==> src/rtl/pe_conv_lanes_pkg.sv <==
// rtl/pe_conv_lanes_pkg.sv - shared widths, op encodings and helpers for the lane converter
package pe_conv_lanes_pkg;

    localparam int dwidth_double = 64;
    localparam int DBL_BIAS      = 1023;

    typedef enum logic [1:0] {
        OP_PASS = 2'b00,
        OP_I2D  = 2'b01,
        OP_NEG  = 2'b10,
        OP_ABS  = 2'b11
    } op_e;

    // Normalised magnitude: implicit leading one already dropped from frac.
    typedef struct packed {
        logic        sign;
        logic        zero;
        logic [10:0] exp;
        logic [62:0] frac;
    } i2d_norm_t;

    function automatic logic [5:0] clz64(input logic [63:0] v);
        logic [5:0] n;
        n = 6'd0;
        for (int i = 0; i < 64; i++) begin
            if (v[i]) n = 6'(63 - i);
        end
        return n;
    endfunction

endpackage

==> src/rtl/pe_i2d_lane.sv <==
// rtl/pe_i2d_lane.sv - one 64-bit lane: pass/int64->double/negate/abs, LATENCY-stage enabled pipe
module pe_i2d_lane
    import pe_conv_lanes_pkg::*;
#(
    parameter int LATENCY = 4
) (
    input  logic                     clk,
    input  logic                     rst,
    input  logic                     en,
    input  logic [dwidth_double-1:0] din,
    input  logic [1:0]               op,
    output logic [dwidth_double-1:0] dout
);

    localparam int TAIL = LATENCY - 3;

    logic [63:0] s1_data;
    logic [1:0]  s1_op;
    logic [63:0] s2_raw;
    logic [1:0]  s2_op;
    i2d_norm_t   s2_nrm;
    logic [63:0] s3_res;

    logic [63:0] mag;
    logic [5:0]  lz;
    logic [62:0] norm;
    i2d_norm_t   nrm_d;

    logic        guard;
    logic        sticky;
    logic        rnd;
    logic [52:0] mant_sum;
    logic [10:0] exp_r;
    logic [63:0] i2d;
    logic [63:0] res_d;

    always_comb begin
        mag         = s1_data[63] ? (~s1_data + 64'd1) : s1_data;
        lz          = clz64(mag);
        norm        = 63'(mag << lz);
        nrm_d.sign  = s1_data[63];
        nrm_d.zero  = (mag == 64'd0);
        nrm_d.exp   = 11'(DBL_BIAS + 63) - {5'd0, lz};
        nrm_d.frac  = norm;
    end

    // Round-to-nearest-even; a mantissa carry-out bumps the exponent and leaves mant zero.
    always_comb begin
        guard    = s2_nrm.frac[10];
        sticky   = |s2_nrm.frac[9:0];
        rnd      = guard & (sticky | s2_nrm.frac[11]);
        mant_sum = {1'b0, s2_nrm.frac[62:11]} + {52'd0, rnd};
        exp_r    = s2_nrm.exp + {10'd0, mant_sum[52]};
        i2d      = s2_nrm.zero ? 64'd0 : {s2_nrm.sign, exp_r, mant_sum[51:0]};
    end

    always_comb begin
        res_d = s2_raw;
        case (op_e'(s2_op))
            OP_PASS: res_d = s2_raw;
            OP_I2D:  res_d = i2d;
            OP_NEG:  res_d = {~s2_raw[63], s2_raw[62:0]};
            OP_ABS:  res_d = {1'b0, s2_raw[62:0]};
            default: res_d = s2_raw;
        endcase
    end

    always_ff @(posedge clk) begin
        if (rst) begin
            s1_data <= '0;
            s1_op   <= '0;
            s2_raw  <= '0;
            s2_op   <= '0;
            s2_nrm  <= '0;
            s3_res  <= '0;
        end else if (en) begin
            s1_data <= din;
            s1_op   <= op;
            s2_raw  <= s1_data;
            s2_op   <= s1_op;
            s2_nrm  <= nrm_d;
            s3_res  <= res_d;
        end
    end

    generate
        if (TAIL == 0) begin : g_no_tail
            assign dout = s3_res;
        end else begin : g_tail
            logic [63:0] tail_q [TAIL];

            always_ff @(posedge clk) begin
                if (rst) begin
                    for (int i = 0; i < TAIL; i++) tail_q[i] <= '0;
                end else if (en) begin
                    tail_q[0] <= s3_res;
                    for (int i = 1; i < TAIL; i++) tail_q[i] <= tail_q[i-1];
                end
            end

            assign dout = tail_q[TAIL-1];
        end
    endgenerate

endmodule

==> src/rtl/pe_conv_lanes.sv <==
// rtl/pe_conv_lanes.sv - NUM_LANES converter lanes behind one valid/ready handshake
module pe_conv_lanes
    import pe_conv_lanes_pkg::*;
#(
    parameter int NUM_LANES = 4,
    parameter int LATENCY   = 4
) (
    input  logic                               clk,
    input  logic                               rst,
    input  logic [NUM_LANES*dwidth_double-1:0] inp,
    input  logic [1:0]                         op,
    input  logic                               t_valid_inp,
    output logic                               t_ready_inp,
    output logic [NUM_LANES*dwidth_double-1:0] out,
    output logic                               t_valid_out,
    input  logic                               t_ready_out,
    output logic [31:0]                        beat_count
);

    logic               advance;
    logic [LATENCY-1:0] valid_q;

    // The whole pipe moves as one; a stalled output freezes every stage.
    assign advance     = ~t_valid_out | t_ready_out;
    assign t_ready_inp = advance;
    assign t_valid_out = valid_q[LATENCY-1];

    always_ff @(posedge clk) begin
        if (rst) begin
            valid_q <= '0;
        end else if (advance) begin
            valid_q <= {valid_q[LATENCY-2:0], t_valid_inp};
        end
    end

    always_ff @(posedge clk) begin
        if (rst) begin
            beat_count <= 32'd0;
        end else if (t_valid_out && t_ready_out) begin
            beat_count <= beat_count + 32'd1;
        end
    end

    generate
        for (genvar k = 0; k < NUM_LANES; k++) begin : g_lane
            pe_i2d_lane #(
                .LATENCY(LATENCY)
            ) u_lane (
                .clk  (clk),
                .rst  (rst),
                .en   (advance),
                .din  (inp[dwidth_double*k +: dwidth_double]),
                .op   (op),
                .dout (out[dwidth_double*k +: dwidth_double])
            );
        end
    endgenerate

endmodule

==> config.mk <==
export PLATFORM = sky130hd
export DESIGN_NAME = pe_conv_lanes
export DESIGN_NICKNAME = d
export VERILOG_FILES = /design/src/rtl/pe_conv_lanes_pkg.sv /design/src/rtl/pe_i2d_lane.sv /design/src/rtl/pe_conv_lanes.sv
export SDC_FILE = /design/constraint.sdc
export NUM_CORES = 2
export LEC_CHECK = 0
export ABC_AREA = 0
export BUFFER_PORTS_ARGS = -buffer_cell sky130_fd_sc_hd__buf_2
export CORE_ASPECT_RATIO = 0.6
export CORE_UTILIZATION = 25
export DETAILED_ROUTE_END_ITERATION = 8
export PLACE_DENSITY = 0.51
export SETUP_SLACK_MARGIN = 0.15
export SLEW_MARGIN = 20
export SYNTH_ARGS = -nofsm -noshare
export SYNTH_HDL_FRONTEND = slang
export SYNTH_SLANG_ARGS = --single-unit
==> constraint.sdc <==
create_clock -name clk -period 13.8 [get_ports clk]
set_input_delay 0.69 -clock clk [delete_from_list [all_inputs] [get_ports clk]]
set_output_delay 0.69 -clock clk [all_outputs]
set_load 0.05 [all_outputs]
==> run metrics <==
Power Density=132 nW/um^2; DRT Pass-1 Iters=6; synth cell count leaders=nand2_1 (1,864), dfxtp_1 (1,108), a21oi_1 (819); area of the multi-input gates=51,000 um^2; all-layer global routing usage=0.219; final WL=394,000 um; WL met2=between 100,000 and 150,000 um; DR top layer=met5; worst path cell trace=inv_1 -> ha_1 -> or3b_2 -> nor4_4 -> nand4_1 -> o31a_1 -> xor2_1 -> nor4_1 -> nor3b_1 -> nand4b_1 -> nand2_2 -> buf_4 -> nor2_1 -> o22ai_1 -> mux2i_1 -> o21ai_0 -> o21ai_0 -> o21ai_0; Area Overhead vs Synth=14.1%; Final Cell Area=~97,000 um^2; CP max stage cell=o21ai_0; Worst-Margin Slew=1.18 ns; Peak supply drop=~83 uV; Placer Congestion=approximately 1.0; filler instances=36,700; Worst Hold Endpoint=g_lane[0].u_lane.s1_data[54]$_SDFFE_PP0P_; Slowest Stage Delay on Critical Path=0.82 ns; fin nets=11,000; r2r setup slk=roughly 5.4 ns; Layout Cells excl Fill=about 15,000; most common cell in the netlist=nand2_1; Placed Area=91,100 um^2; critical path arrival=approximately 9 ns; antenna violations before repair=14; sequential fraction of the synthesis area=0.352; fmax=around 0.12 GHz; Slew Limit Headroom=0.188; Max Transition Viols Final=0; number of global-route vias before repair=76,900; Core Region=~340,000 um^2; Worst-Skew Late Latency=0.88 ns; DP Wirelength=295,000 um; H-Tree Level Count=4; cell family with most CP delay=simple AND/OR/NAND/NOR gates; Leak=between 30 and 40 nW; Syn Std Cell Area=around 85,000 um^2; startpoint type of the worst setup path=flip-flop; final setup skew=a little under 0.06 ns; crit path capture type=flip-flop; Post-synth EDFFs=about 260; layout cells sized above 1=0.124; mean routed wirelength per cell=between 20 and 30 um; post-synthesis cell count=~11,000; Syn Nets=between 10,000 and 15,000; Ys Warns=0; flip-flop and latch area=about 30,000 um^2; FF-to-FF Start=g_lane[3].u_lane.s1_data[0]$_SDFFE_PP0P_; Sink Count=~1,400; Critical R2R Capture=g_lane[3].u_lane.s2_nrm[56]$_SDFFE_PP0P_; number of routed nets with antenna violations=0; largest net degree at the start of global routing=between 150 and 200; first-pass GRT wire length=between 500,000 and 600,000 um; DR WL met3=approximately 50,000 um; Fin. Hold Viols=0; outcome=finished clean; most used cell, CP=o21ai_0; max_cap viols=0; I/O pin cnt=~550; Starting Density=0.252; die area=roughly 340,000 um^2; R2R cell count=18; RSZ-0062 raised after global routing=false; Top FF cell, synth=dfxtp_1; Synth top area share=0.261; clock slew at reported path FFs=0.07 ns; average cell area after synthesis=a little under 8 um^2; Setup CP Type=flip-flop to flip-flop; First DRT Iteration DRCs=~12,000; cts bufs inserted=157; Async S/R FF share, synth=0; synth top area cells=dfxtp_1 (26%), edfxtp_1 (9.0%), nand2_1 (8.2%); drt drc=0; worst hold path type=input pin to flip-flop; final worst path period need=approximately 8.4 ns; Crit Path Max Fanout=51; Distinct cells, synth=128; Die Span X=approximately 750 um; Fin Setup TNS=0 ns; Post-CTS Setup Inserts=0; die height=454 um; Crit path required time=around 15 ns; hold depth=3; Via density=approximately 5.6; DRT met1 WL=~190,000 um; # setup viols final=0; Placed Instances=between 10,000 and 15,000; dominant cell type by area after synthesis=dfxtp_1; grt ovf=0; Port Buf Inserts=551; Final period util=0.606; Root Driver=clkbuf_16; Bufs and invs on worst path=2; Clock Path Buffers=4; CTS tree=yes; via total after detailed routing=roughly 86,000; row count=165; #FFs+latches synth=roughly 1,400; worst hold path startpoint=inp[54]
[state kept, by name, indices dropped and copies added (netlist names)]
name and flops:
g_lane.u_lane.s1_op 2, g_lane.u_lane.g_tail.tail_q 256, g_lane.u_lane.s2_op 2, g_lane.u_lane.guard 4, g_lane.u_lane.s2_nrm 300, g_lane.u_lane.s2_raw 252, g_lane.u_lane.s1_data 256, beat_count 32
g_lane.u_lane.s3_res 256, valid_q 4
[report_power, final]
part / leakage [nW] / switching (W) / internal (W)
clock: 2.50 / 0.00192 / 0.00247
combinational: 22.2 / 0.00243 / 0.00115
sequential: 12.3 / 0.000494 / 0.00436
[placed cells by master (no fill, tap or decap), types with 71 or more instances in the layout]
master,count
and3_1,94
a22oi_1,142
o211ai_1,142
o31ai_1,84
nor2_1,718
nand4_1,121
o21ai_0,424
or3_1,87
a21oi_1,819
nor3_1,356
xor2_1,232
clkbuf_16,161
dfxtp_1,1103
buf_4,182
nand3_1,256
inv_1,85
mux2i_1,438
xnor2_1,339
dlygate4sd3_1,71
nand2_1,1863
a221oi_1,202
mux2_2,150
edfxtp_1,256
a211oi_1,102
o41ai_1,74
buf_2,550
and2_1,304
nor4_1,107
[cells by family after synthesis]
kind of cell,count (synthesis),synth area share
AO/OA/AOI/OAI,2790,0.224
XOR/XNOR,571,0.0589
adder cells (fa/ha/maj),25,0.00368
buffers and inverters,1032,0.0501
flip-flops,1364,0.352
multiplexers,603,0.0748
AND/OR/NAND/NOR,4289,0.237
[metrics by stage]
step | total power, W | utilization | hold slack (ns) | setup slack, ns
3_3_place_gp | 0.00835 | 0.270 | 0.429 | 6.05
5_1_grt | 0.0133 | 0.287 | 0.0291 | 4.95
4_1_cts | 0.0127 | 0.287 | 0.0000122 | 5.91
6_report | 0.0128 | 0.287 | 0.0777 | 5.43
2_1_floorplan | 0.00695 | - | 0.416 | 6.68
3_5_place_dp | 0.00831 | 0.270 | 0.434 | 5.98
[layer usage]
layer,vias to the layer above,global-route usage
li1,39000,-
met1,42200,0.350
met2,4452,0.278
met3,365,0.0701
met4,8,0.0338
met5,-,0
[worst max-delay path by stage]
stage	startpoint	end	slack, ns	cells after the start
after global placement	g_lane[3].u_lane.s1_data[0]$_SDFFE_PP0P_	g_lane[3].u_lane.s2_nrm[38]$_SDFFE_PP0P_	6.05	18
after detailed placement	g_lane[3].u_lane.s1_data[0]$_SDFFE_PP0P_	g_lane[3].u_lane.s2_nrm[38]$_SDFFE_PP0P_	5.98	18
after global routing	g_lane[3].u_lane.s1_data[0]$_SDFFE_PP0P_	g_lane[3].u_lane.s2_nrm[38]$_SDFFE_PP0P_	4.95	18
after CTS	g_lane[3].u_lane.s1_data[0]$_SDFFE_PP0P_	g_lane[3].u_lane.s2_nrm[38]$_SDFFE_PP0P_	5.91	18
final	g_lane[3].u_lane.s1_data[0]$_SDFFE_PP0P_	g_lane[3].u_lane.s2_nrm[56]$_SDFFE_PP0P_	5.43	18
after floorplan	t_ready_out	g_lane[2].u_lane.s2_nrm[43]$_SDFFE_PP0P_	6.68	8
[area by class of cell]
type,instances,area share
multi-input combinational,8278,0.526
sequential,1364,0.308
tap,4509,0.0582
timing repair buffer,806,0.0502
clock buffer,215,0.0456
clock inverter,62,0.00747
inverter,95,0.00383
antenna,5,0.000129
[worst reg2reg max path: cells and delay by family (launching register included)]
family | cells | cell delay [ns]
buf+inv | 2 | 0.74
mux | 1 | 0.16
flops | 1 | 0.44
compound gates | 5 | 2.18
fa+ha+maj | 1 | 0.38
simple gates | 8 | 4.13
xor+xnor | 1 | 0.19
[repair_timing]
item	in CTS	in global routing
hold buffers	71	0
resized for setup	0	0
hold endpoints to repair	71	0
(Power assumes the default switching activity.)
